==> src/rtl/cpu_defs_pkg.sv <==
// Shared CPU pipeline definitions: datapath width, ALU op codes, operand source
// encodings and the EX-stage control bundle.
package cpu_defs_pkg;

  localparam int unsigned XLEN_DEFAULT = 32;

  typedef enum logic [4:0] {
    ALU_ADD  = 5'd0,
    ALU_SUB  = 5'd1,
    ALU_SLL  = 5'd2,
    ALU_SLT  = 5'd3,
    ALU_SLTU = 5'd4,
    ALU_XOR  = 5'd5,
    ALU_SRL  = 5'd6,
    ALU_SRA  = 5'd7,
    ALU_OR   = 5'd8,
    ALU_AND  = 5'd9,
    ALU_LUI  = 5'd10,
    ALU_BEQ  = 5'd11,
    ALU_BNE  = 5'd12,
    ALU_BLT  = 5'd13,
    ALU_BGE  = 5'd14,
    ALU_BLTU = 5'd15,
    ALU_BGEU = 5'd16,
    ALU_JAL  = 5'd17,
    ALU_JALR = 5'd18
  } alu_op_e;

  typedef enum logic [1:0] {
    SRC_A_RS1  = 2'd0,
    SRC_A_PC   = 2'd1,
    SRC_A_ZERO = 2'd2
  } src_a_e;

  typedef enum logic [1:0] {
    SRC_B_RS2  = 2'd0,
    SRC_B_IMM  = 2'd1,
    SRC_B_FOUR = 2'd2
  } src_b_e;

  // Source selects stay raw 2-bit fields so the unused 2'b11 code survives capture.
  typedef struct packed {
    logic       valid;
    logic       reg_write;
    logic       mem_read;
    logic       mem_write;
    logic [4:0] rd;
    logic [4:0] rs1;
    logic [4:0] rs2;
    logic [4:0] alu_op;
    logic [1:0] src_a;
    logic [1:0] src_b;
  } ex_ctrl_t;

  localparam ex_ctrl_t BUBBLE_CTRL = '{
    valid:     1'b0,
    reg_write: 1'b0,
    mem_read:  1'b0,
    mem_write: 1'b0,
    rd:        5'd0,
    rs1:       5'd0,
    rs2:       5'd0,
    alu_op:    ALU_ADD,
    src_a:     SRC_A_RS1,
    src_b:     SRC_B_RS2
  };

endpackage

==> src/rtl/operand_fwd_mux.sv <==
// Selects the freshest value of one source register: MEM result, then WB result,
// then the value captured in the ID/EX register. x0 is never forwarded.
module operand_fwd_mux
  import cpu_defs_pkg::*;
#(
  parameter int unsigned XLEN   = XLEN_DEFAULT,
  parameter int unsigned FWD_EN = 1
) (
  input  logic [4:0]      rs,
  input  logic [XLEN-1:0] reg_data,
  input  logic            mem_reg_write,
  input  logic [4:0]      mem_rd,
  input  logic [XLEN-1:0] mem_result,
  input  logic            wb_reg_write,
  input  logic [4:0]      wb_rd,
  input  logic [XLEN-1:0] wb_result,
  output logic [XLEN-1:0] fwd_data
);

  logic mem_hit;
  logic wb_hit;

  assign mem_hit = (FWD_EN != 0) && mem_reg_write && (mem_rd != 5'd0) && (mem_rd == rs);
  assign wb_hit  = (FWD_EN != 0) && wb_reg_write && (wb_rd != 5'd0) && (wb_rd == rs);

  always_comb begin
    fwd_data = reg_data;
    if (mem_hit) begin
      fwd_data = mem_result;
    end else if (wb_hit) begin
      fwd_data = wb_result;
    end
  end

endmodule

==> src/rtl/id_ex_stage.sv <==
// ID/EX pipeline register with load-use hazard detection, flush/stall control
// and MEM/WB operand forwarding into the ALU operand selects.
module id_ex_stage
  import cpu_defs_pkg::*;
#(
  parameter int unsigned XLEN   = XLEN_DEFAULT,
  parameter int unsigned FWD_EN = 1
) (
  input  logic            CLK,
  input  logic            RSTn,
  input  logic            stall,
  input  logic            flush,
  input  logic            id_valid,
  input  logic [XLEN-1:0] id_pc,
  input  logic [XLEN-1:0] id_rs1_data,
  input  logic [XLEN-1:0] id_rs2_data,
  input  logic [XLEN-1:0] id_imm,
  input  logic [4:0]      id_rs1,
  input  logic [4:0]      id_rs2,
  input  logic [4:0]      id_rd,
  input  logic [4:0]      id_alu_op,
  input  logic [1:0]      id_src_a,
  input  logic [1:0]      id_src_b,
  input  logic            id_reg_write,
  input  logic            id_mem_read,
  input  logic            id_mem_write,
  input  logic            mem_reg_write,
  input  logic [4:0]      mem_rd,
  input  logic [XLEN-1:0] mem_result,
  input  logic            wb_reg_write,
  input  logic [4:0]      wb_rd,
  input  logic [XLEN-1:0] wb_result,
  output logic [XLEN-1:0] alu_a,
  output logic [XLEN-1:0] alu_b,
  output logic [4:0]      alu_op,
  output logic            ex_valid,
  output logic            ex_reg_write,
  output logic            ex_mem_read,
  output logic            ex_mem_write,
  output logic [4:0]      ex_rd,
  output logic [XLEN-1:0] ex_pc,
  output logic [XLEN-1:0] ex_store_data,
  output logic            load_use_stall
);

  ex_ctrl_t        ctrl_q;
  ex_ctrl_t        ctrl_d;
  logic [XLEN-1:0] pc_q;
  logic [XLEN-1:0] pc_d;
  logic [XLEN-1:0] rs1_data_q;
  logic [XLEN-1:0] rs1_data_d;
  logic [XLEN-1:0] rs2_data_q;
  logic [XLEN-1:0] rs2_data_d;
  logic [XLEN-1:0] imm_q;
  logic [XLEN-1:0] imm_d;
  logic [XLEN-1:0] fwd_rs1;
  logic [XLEN-1:0] fwd_rs2;

  // A load in EX whose destination is read by the instruction in ID.
  assign load_use_stall = ctrl_q.valid & ctrl_q.mem_read & (ctrl_q.rd != 5'd0) & id_valid &
                          ((id_rs1 == ctrl_q.rd) | (id_rs2 == ctrl_q.rd));

  // Next-state select: flush > load-use bubble > stall (hold) > capture.
  always_comb begin
    ctrl_d     = ctrl_q;
    pc_d       = pc_q;
    rs1_data_d = rs1_data_q;
    rs2_data_d = rs2_data_q;
    imm_d      = imm_q;
    if (flush || load_use_stall) begin
      ctrl_d     = BUBBLE_CTRL;
      pc_d       = '0;
      rs1_data_d = '0;
      rs2_data_d = '0;
      imm_d      = '0;
    end else if (!stall) begin
      ctrl_d.valid     = id_valid;
      ctrl_d.reg_write = id_reg_write;
      ctrl_d.mem_read  = id_mem_read;
      ctrl_d.mem_write = id_mem_write;
      ctrl_d.rd        = id_rd;
      ctrl_d.rs1       = id_rs1;
      ctrl_d.rs2       = id_rs2;
      ctrl_d.alu_op    = id_alu_op;
      ctrl_d.src_a     = id_src_a;
      ctrl_d.src_b     = id_src_b;
      pc_d             = id_pc;
      rs1_data_d       = id_rs1_data;
      rs2_data_d       = id_rs2_data;
      imm_d            = id_imm;
    end
  end

  always_ff @(posedge CLK or negedge RSTn) begin
    if (!RSTn) begin
      ctrl_q     <= BUBBLE_CTRL;
      pc_q       <= '0;
      rs1_data_q <= '0;
      rs2_data_q <= '0;
      imm_q      <= '0;
    end else begin
      ctrl_q     <= ctrl_d;
      pc_q       <= pc_d;
      rs1_data_q <= rs1_data_d;
      rs2_data_q <= rs2_data_d;
      imm_q      <= imm_d;
    end
  end

  operand_fwd_mux #(
    .XLEN   (XLEN),
    .FWD_EN (FWD_EN)
  ) u_fwd_rs1 (
    .rs            (ctrl_q.rs1),
    .reg_data      (rs1_data_q),
    .mem_reg_write (mem_reg_write),
    .mem_rd        (mem_rd),
    .mem_result    (mem_result),
    .wb_reg_write  (wb_reg_write),
    .wb_rd         (wb_rd),
    .wb_result     (wb_result),
    .fwd_data      (fwd_rs1)
  );

  operand_fwd_mux #(
    .XLEN   (XLEN),
    .FWD_EN (FWD_EN)
  ) u_fwd_rs2 (
    .rs            (ctrl_q.rs2),
    .reg_data      (rs2_data_q),
    .mem_reg_write (mem_reg_write),
    .mem_rd        (mem_rd),
    .mem_result    (mem_result),
    .wb_reg_write  (wb_reg_write),
    .wb_rd         (wb_rd),
    .wb_result     (wb_result),
    .fwd_data      (fwd_rs2)
  );

  always_comb begin
    alu_a = '0;
    if (ctrl_q.valid) begin
      case (ctrl_q.src_a)
        SRC_A_RS1: alu_a = fwd_rs1;
        SRC_A_PC:  alu_a = pc_q;
        default:   alu_a = '0;
      endcase
    end
  end

  always_comb begin
    alu_b = '0;
    if (ctrl_q.valid) begin
      case (ctrl_q.src_b)
        SRC_B_RS2:  alu_b = fwd_rs2;
        SRC_B_IMM:  alu_b = imm_q;
        SRC_B_FOUR: alu_b = XLEN'(3'd4);
        default:    alu_b = '0;
      endcase
    end
  end

  assign alu_op        = ctrl_q.valid ? ctrl_q.alu_op : ALU_ADD;
  assign ex_valid      = ctrl_q.valid;
  assign ex_reg_write  = ctrl_q.reg_write;
  assign ex_mem_read   = ctrl_q.mem_read;
  assign ex_mem_write  = ctrl_q.mem_write;
  assign ex_rd         = ctrl_q.rd;
  assign ex_pc         = pc_q;
  assign ex_store_data = fwd_rs2;

endmodule

==> config.mk <==
export PLATFORM = sky130hd
export DESIGN_NAME = id_ex_stage
export DESIGN_NICKNAME = d
export VERILOG_FILES = /design/src/rtl/cpu_defs_pkg.sv /design/src/rtl/operand_fwd_mux.sv /design/src/rtl/id_ex_stage.sv
export SDC_FILE = /design/constraint.sdc
export NUM_CORES = 1
export LEC_CHECK = 0
export ABC_CLOCK_PERIOD_IN_PS = 1900
export CORE_MARGIN = 10
export CORE_UTILIZATION = 30
export DETAILED_ROUTE_END_ITERATION = 10
export PLACE_DENSITY = 0.69
export SYNTH_ARGS = -nofsm -noshare
export SYNTH_HDL_FRONTEND = slang
export SYNTH_HIERARCHICAL = 1
export SYNTH_SLANG_ARGS = --single-unit
==> constraint.sdc <==
create_clock -name CLK -period 1.9 [get_ports CLK]
set_input_delay 0.285 -clock CLK [delete_from_list [all_inputs] [get_ports CLK]]
set_output_delay 0.285 -clock CLK [all_outputs]
set_load 0.02 [all_outputs]
==> out/metrics.yaml, run 1 <==
maxCapViolCount: 0
criticalPathCategory: "reg2out"
synthFlopType: "dfrtp_1"
preCtsSetupSlack_ns: -1.44
worst_slew_pin_slew_ns: 0.574
slew_headroom_pct: 61.4
grt_setup_unrepaired: "true"
ys.warnings.count: 6
hp-class: "in2reg"
synth_edf_count: 0
ctsHtreeMaxLevel: 4
period_share_pct: 151
vias: 12000
hold_viol_final: 0
grt_pass1_wl_um: 83200
nets: 1775
initial_utilization_pct: 30.5
power_density_nw_per_um2: 583
fin_ws_ns: -0.968
grt_max_degree: 84
clock-sinks: 156
critical_path_buf_inv_count: 5
fmax_mhz: 349
path_cells: "buf_6 > or2_4 > buf_6 > o21ai_4 > buf_12 > buf_12 > nand4_1 > a31oi_4 > mux2i_1 > nor2_2 > buf_6"
routabilityCongestion: 0.937
via_per_inst: 5.95
arrival_ns: 2.58
io_pins: 379
fin_crit_ns: 2.87
grt.overflow.total: 0
core_region_area_um2: 34700
grt_usage_pct: 24.9
cts_tree: "yes"
clk_pin_slew_ns: 0.07
antenna_found_initial: 17
postRouteAntennaNets: 0
violations: "negative setup slack"
cpPeakStageDelay_ns: 0.43
syn_inst: 1084
synth_area_leader_cell: "dfrtp_1"
fin_total_pwr_uw: 11500
drc: 0
rows: 68
crit_fanout: 11
synth_nets: 1320
netlist_top_cells_count: "mux2i_1, dfrtp_1, a211oi_1"
critPathTopFamily: "buffers and inverters"
skew_ns: 0.0101
crit_top_cell: "buf_6"
drive_above_1_share_pct: 40.3
synth_area_leaders: "dfrtp_1, mux2i_1, a211oi_1"
firstDrtPassIters: 5
route.detailed.wl_per_inst_um: 29.2
drt-total-wl_um: 58700
slew_viol_final: 0
root_buffer: "clkbuf_16"
drt_iter0_markers: 1107
avgSynthCellArea_um2: 9.77
yosysSeqAreaShare_pct: 36.8
die_x_um: 208
critPathLaunchType: "flip-flop"
status: "finished, violations left"
yosysUniqueCellTypes: 32
die_y_um: 208
syn-cell-area_um2: 10600
first_global_vias: 12400
worst_skew_pair.late_latency_ns: 0.45
clockBufferDepth: 2
ir_worst_vdd_mv: 0.664
die_area_um2: 43200
cp.required_ns: 1.62
slowest_stage: "dfrtp_1"
ys_ff_latch: 156
port_buffers: 378
setup_violations: 97
numCtsBuffers: 17
async_reset_ff_share_pct: 100
synth_top_cell_area_share_pct: 36.8
dp_hpwl_um: 38400
synth.most_common_cell: "mux2i_1"
synthToLayoutAreaGrowth_pct: 85.9
p_leak_uw: 0.00745
worstSetupEndpointType: "output pin"
-- placed cells by master (no fill, tap or decap), types with 5 or more instances in the layout --
cell	count
a211oi_1	146
a211oi_2	10
a31oi_1	16
a31oi_2	9
a31oi_4	39
and2_1	6
buf_12	55
buf_16	5
buf_4	98
buf_6	142
clkbuf_16	24
clkdlybuf4s50_1	259
dfrtp_1	146
dfrtp_2	10
diode_2	7
dlygate4sd2_1	16
mux2i_1	215
nand2_1	5
nand4_1	64
nor2_2	64
nor4_1	32
nor4_2	30
o31ai_2	13
o31ai_4	49
xnor2_1	11
xnor2_2	13
-- state kept, by name, summed over array words and instances (netlist names) --
signal        flops
ex_valid          1
ctrl_q           19
rs2_data_q       32
imm_q            32
ex_reg_write      1
rs1_data_q       32
ex_mem_write      1
ex_pc            32
ex_rd             5
ex_mem_read       1
-- per-stage QoR --
step	cell area, um2	std cells	util (%)	hold WS [ns]	TNS [ns]
after CTS	18700	1982	54.0	0.182	-79.33
after floorplan	11300	1084	-	-0.0106	-12.09
final	19700	2014	56.7	0.196	-78.75
after global placement	16600	1918	47.9	0.318	-197.74
after detailed placement	16600	1918	47.9	0.318	-207.57
after global routing	19700	2011	56.7	0.192	-86.65
-- area by class of cell --
type                    instances  area [um2]
fillers                      2906       15000
multi-input cells             773        7990
repair buffers                591        6600
flip-flops and latches        156        3920
well taps                     455         569
clock buffers                  18         429
clock inverters                14         170
diodes                          7        17.5
-- power by group --
| group | internal (uW) | switching (uW) |
|---|---|---|
| registers | 3510 | 195 |
| clock network | 2070 | 1570 |
| logic | 1990 | 2140 |
| total | 7570 | 3910 |
-- metal layers --
layer,vias up,share of wire (%),global-route usage (%)
li1,5188,-,-
met5,-,0.22,0
met1,6023,40,29.9
met4,20,3.0,9.54
met2,619,48,40.4
met3,125,8.7,8.40
-- repair_timing --
action,in CTS,in global routing
hold endpoints to repair,48,0
pin swaps,87,74
resized for setup,741,143
endpoints found under the setup margin,255,246
hold buffers,1,0
buffers inserted,25,34
gates cloned,9,8
-- logic make-up (layout without fill, tap and decap cells) --
kind of cell / Yosys count / count (layout) / synth area share (%)
compound gates: 293 / 293 / 20.6
flops: 156 / 156 / 36.8
buf+inv: 155 / 623 / 7.56
simple gates: 235 / 235 / 12.2
other cells: 0 / 7 / 0
xor+xnor: 26 / 26 / 2.15
mux: 219 / 219 / 20.7
-- final timing paths --
kind / from / end / slack (ns) / depth (start not counted)
min: flush / imm_q[29] / 0.20 / 2
min in group asynchronous: RSTn / rs2_data_q[22] / 0.40 / 2
min reg2reg: imm_q[29] / imm_q[29] / 0.61 / 2
max in group asynchronous: RSTn / ex_rd[3] / 0.90 / 3
max: ctrl_q[18] / alu_a[23] / -0.97 / 11
max reg2reg: ex_rd[2] / ctrl_q[1] / 0.12 / 6
Power figures use the tool's default switching activity.
==> inputs of run 2 (changes only) <==
- ABC_CLOCK_PERIOD_IN_PS: 1900 -> 3300
- PLACE_DENSITY: 0.69 -> 0.66
- SETUP_SLACK_MARGIN: default -> 0.2
- clock period: 1.9 -> 3.3 ns (I/O delays scaled with it)
==> run 2 against run 1 <==
  * The flow now finishes without violations
  * Cell area is 14% lower
  * Worst hold slack worse by 0.15 ns
  * Die area stayed put
  * Register-to-register slack better by 0.96 ns
  * Cell count is 2.4% lower
  * First-iteration DRC count is 7.9% lower
  * Total power is 44% lower
  * Utilization is 7.7 points lower
  * Global-route usage is 2.6 points lower
  * Routed wire length is 12% lower
==> out/metrics.yaml, run 2 (synthesis results as in run 1) <==
hold_viol_final: 0
p_int_uw: 4450
fmax_mhz: 321
postRouteAntennaNets: 0
die_area_um2: 43200
grt_pass1_wl_um: 74800
skew_ns: 0.0139
preCtsSetupSlack_ns: -0.525
antenna_found_initial: 36
synthToLayoutAreaGrowth_pct: 60.6
route.detailed.wl_per_inst_um: 26.2
drive_above_1_share_pct: 26.9
grt_max_degree: 157
drt-total-wl_um: 51600
dp_hpwl_um: 37500
stdcell_count: 1965
maxCapViolCount: 0
first_global_vias: 11300
cts_tree: "yes"
ctsHtreeMaxLevel: 4
routabilityCongestion: 0.905
worst_slew_pin_slew_ns: 1.09
grt.overflow.total: 0
critPathLaunchType: "primary input"
crit_fanout: 6
arrival_ns: 2.62
p_leak_uw: 0.00672
ir_worst_vdd_mv: 0.377
drt_iter0_markers: 1020
fin_ws_ns: 0.181
power_density_nw_per_um2: 376
setup_violations: 0
p_clk_share_pct: 37.1
status: "completed"
seq_area_um2: 3920
period_share_pct: 94.5
worst_skew_pair.late_latency_ns: 0.45
worstSetupEndpointType: "output pin"
io_pins: 379
fillCellCount: 3223
numCtsBuffers: 17
seqPwrFrac_pct: 33.4
drc: 0
setup-tns-final_ns: 0
final_common_cell: "clkdlybuf4s50_1"
rows: 68
cp.required_ns: 2.80
hp-class: "in2async"
switching_share_pct: 30.4
die_y_um: 208
via_per_inst: 5.71
placed_cell_area_um2: 15500
nets: 1709
final_cell_mix: "clkdlybuf4s50_1, mux2i_1, a211oi_1"
hold_buffers: 0
initial_utilization_pct: 30.5
die_x_um: 208
fin_crit_ns: 3.12
root_buffer: "clkbuf_16"
clockBufferDepth: 2
criticalPathCategory: "in2out"
slew_viol_final: 0
core_region_area_um2: 34700
clk_pin_slew_ns: 0.06
grt_setup_unrepaired: "true"
placed_cells_incl_taps: 1884
port_buffers: 378
final_util_pct: 49.0
p_comb_share_pct: 29.5
clock-sinks: 156
multi_input_area_um2: 6680
grt_usage_pct: 22.3
p_switching_uw: 1950
firstDrtPassIters: 7
finish.instance_area_um2: 17000
slew_headroom_pct: 27.1
vias: 11200
-- run 2: changes by cell type in the layout (fill, tap and decap cells not counted), sizes merged, moves of 2 or more --
cell           change
clkinvlp           -2
bufinv             +4
clkbuf             +9
clkinv             -3
inv                -2
diode             +17
clkdlybuf4s15     +15
clkdlybuf4s50     +10
dlygate4sd2        -3
buf               -92
-- run 2: layout make-up --
| class | instances | area share (%) |
|---|---|---|
| Clock inverter | 11 | 1.40 |
| Multi-Input combinational cell | 773 | 39.3 |
| Antenna cell | 24 | 0.353 |
| Tap cell | 455 | 3.35 |
| Timing Repair Buffer | 525 | 30.0 |
| Clock buffer | 21 | 2.65 |
| Sequential cell | 156 | 23.0 |
-- run 2: power by group through the flow --
stage | Clock, uW | Combinational (uW) | Sequential [uW]
2_1_floorplan | 0 | 777 | 2140
3_3_place_gp | 0 | 1710 | 2150
3_5_place_dp | 0 | 1730 | 2150
4_1_cts | 2410 | 1770 | 2120
5_1_grt | 2490 | 1990 | 2150
6_report | 2370 | 1890 | 2130
-- run 2: what timing repair did --
item | CTS | global route
resized for setup | 352 | 140
gates cloned | 0 | 4
setup endpoints to repair | 95 | 91
pin swaps | 10 | 38
buffers inserted | 13 | 8
-- run 2: layer usage --
layer  part of all wire (%)  wire length (um)  track usage (%)
met1                     42             21700             28.2
met4                    2.5              1270             9.22
met5                   0.25               131                0
met2                     47             24200             34.3
met3                    8.1              4200             7.07
-- run 2: final timing paths --
| check | start | endpoint | slack, ns | cells after the start |
|---|---|---|---|---|
| max | mem_rd[3] | alu_a[24] | 0.18 | 10 |
| min | RSTn | ex_pc[7] | 0.05 | 1 |
| max reg2reg | ex_valid | ex_rd[2] | 1.08 | 4 |
| min reg2reg | imm_q[9] | imm_q[9] | 0.60 | 2 |
| max in group asynchronous | RSTn | ex_pc[16] | 2.28 | 2 |
| min in group CLK | stall | ctrl_q[0] | 0.59 | 3 |
-- run 2: worst max-delay path: stages --
cell	delay [ns]
buf_4	0.14
or4_4	0.55
a21oi_4	0.30
buf_12	0.20
buf_12	0.12
nor4_1	0.05
a31oi_1	0.28
mux2i_1	0.12
nor2_1	0.10
clkdlybuf4s15_2	0.27
-- run 2: metrics by stage --
step | hold WS, ns | power [uW]
detailed placement | 0.598 | 3880
finish | 0.0487 | 6390
global route | 0.131 | 6620
floorplan | 0.199 | 2920
CTS | 0.119 | 6310
global placement | 0.584 | 3850
==> inputs of run 3 (changes only) <==
- CORE_ASPECT_RATIO: default -> 0.6
- MAX_ROUTING_LAYER: default -> met4
==> run 3 against run 2 <==
  * Register-to-register slack improved by 0.02 ns
  * Clock-buffer cell count is 1 higher
  * Critical path depth unchanged
  * Cell count rose by 0.61%
  * Combinational power increased by 3%
  * Cell area increased by 1.6%
  * Setup slack got worse by 0.083 ns
==> out/metrics.yaml, run 3 (synthesis results as in run 1) <==
die_area_um2: 43500
antenna_found_initial: 15
rows: 53
ir_worst_vdd_mv: 0.393
grt_setup_unrepaired: "true"
io_pins: 379
path_cells: "buf_6 > xnor2_2 > nand3_2 > or3_4 > buf_12 > a31oi_1 > buf_4 > mux2i_1 > nor2_1 > buf_4"
fillCellCount: 3182
die_y_um: 166
whs_ns: 0.109
grt.overflow.total: 0
core_region_area_um2: 34900
grt_pass1_wl_um: 78100
cpPeakStageDelay_ns: 0.49
grt_max_degree: 157
critPathLaunchType: "flip-flop"
placed_cells_incl_taps: 1890
routabilityCongestion: 0.927
postRouteAntennaNets: 0
final_cell_mix: "clkdlybuf4s50_1, mux2i_1, a211oi_1"
cp.required_ns: 2.80
nets: 1722
die_x_um: 263
clockBufferDepth: 2
criticalPathCategory: "reg2out"
slew_headroom_pct: 39.6
drt-total-wl_um: 54000
maxCapViolCount: 0
grt_usage_pct: 24.1
setup_violations: 0
arrival_ns: 2.71
worst_skew_pair.late_latency_ns: 0.45
slew_viol_final: 0
ctsHtreeMaxLevel: 4
crit_top_cell: "buf_4"
slowest_stage: "or3_4"
dp_hpwl_um: 37000
first_global_vias: 11600
hp-class: "in2async"
clk_pin_slew_ns: 0.07
cts_tree: "yes"
hold_buffers: 0
worst_slew_pin_slew_ns: 0.905
final_common_cell: "clkdlybuf4s50_1"
route.detailed.wl_per_inst_um: 27.3
fmax_mhz: 312
setup-tns-final_ns: 0
synthToLayoutAreaGrowth_pct: 63.2
port_buffers: 378
firstDrtPassIters: 7
hold_viol_final: 0
crit_fanout: 6
drt_iter0_markers: 895
power_density_nw_per_um2: 355
worstSetupEndpointType: "output pin"
status: "completed"
p_leak_uw: 0.00680
skew_ns: 0.0115
vias: 11500
root_buffer: "clkbuf_16"
stdcell_count: 1977
numCtsBuffers: 17
drc: 0
final_util_pct: 49.5
initial_utilization_pct: 30.3
drive_above_1_share_pct: 29.0
via_per_inst: 5.81
fin_crit_ns: 3.20
period_share_pct: 97.0
clock-sinks: 156
## run 3: critical path: cells and delay by family, from the launching register on
family                    cells  cell delay (ns)
xor gates and xnor gates      1             0.15
AOI/OAI and AO/OA             1             0.22
buffers and inverters         4             0.68
and+or+nand+nor               3             0.70
muxes                         1             0.07
DFF                           1             0.45
## run 3: repair_timing
item / in CTS / in global routing
setup buffers: 23 / 11
cloned: 5 / 5
setup endpoints to repair: 96 / 92
pin swaps: 16 / 46
resized for setup: 404 / 187
hold endpoints to repair: 0 / 0
## run 3: worst paths after layout
path | from | endpoint | slack (ns) | cells after the start
max | ctrl_q[12] | alu_b[15] | 0.1 | 10
min reg2reg | ctrl_q[3] | ctrl_q[3] | 0.60 | 2
max reg2reg | ex_rd[0] | ex_pc[5] | 1.10 | 5
min in group CLK | stall | ex_pc[2] | 0.60 | 3
min | RSTn | ctrl_q[2] | 0.11 | 1
max in group asynchronous | RSTn | rs2_data_q[15] | 2.20 | 2
## run 3: power by group
| part | total, uW | switching (uW) | internal, uW |
|---|---|---|---|
| Sequential | 2130 | 106 | 2020 |
| Clock | 2070 | 898 | 1180 |
| Combinational | 1940 | 1020 | 925 |
## run 3: metrics by stage
step                worst slack [ns]  total power, uW  instance area [um2]
floorplan                      0.448             2920                10600
global placement              -0.542             3840                15400
detailed placement            -0.579             3860                15400
CTS                            0.119             6020                16500
global route                 0.00593             6380                17300
finish                        0.0979             6150                17300
## run 3: area by class of cell
type,instances,area [um2],area share (%)
flip-flops and latches,156,3910,22.6
well taps,467,584,3.38
clock inverters,10,116,0.673
clock buffers,22,474,2.74
repair buffers,538,5230,30.3
diodes,11,27.5,0.159
multi-input cells,773,6950,40.2
## run 3: metal layers
metal,track usage (%),wire length (um),vias to the layer above
met5,-,0,-
met4,4.74,615,0
li1,-,-,5083
met1,29.9,22600,5819
met2,39.6,26600,530
met3,5.90,4140,49
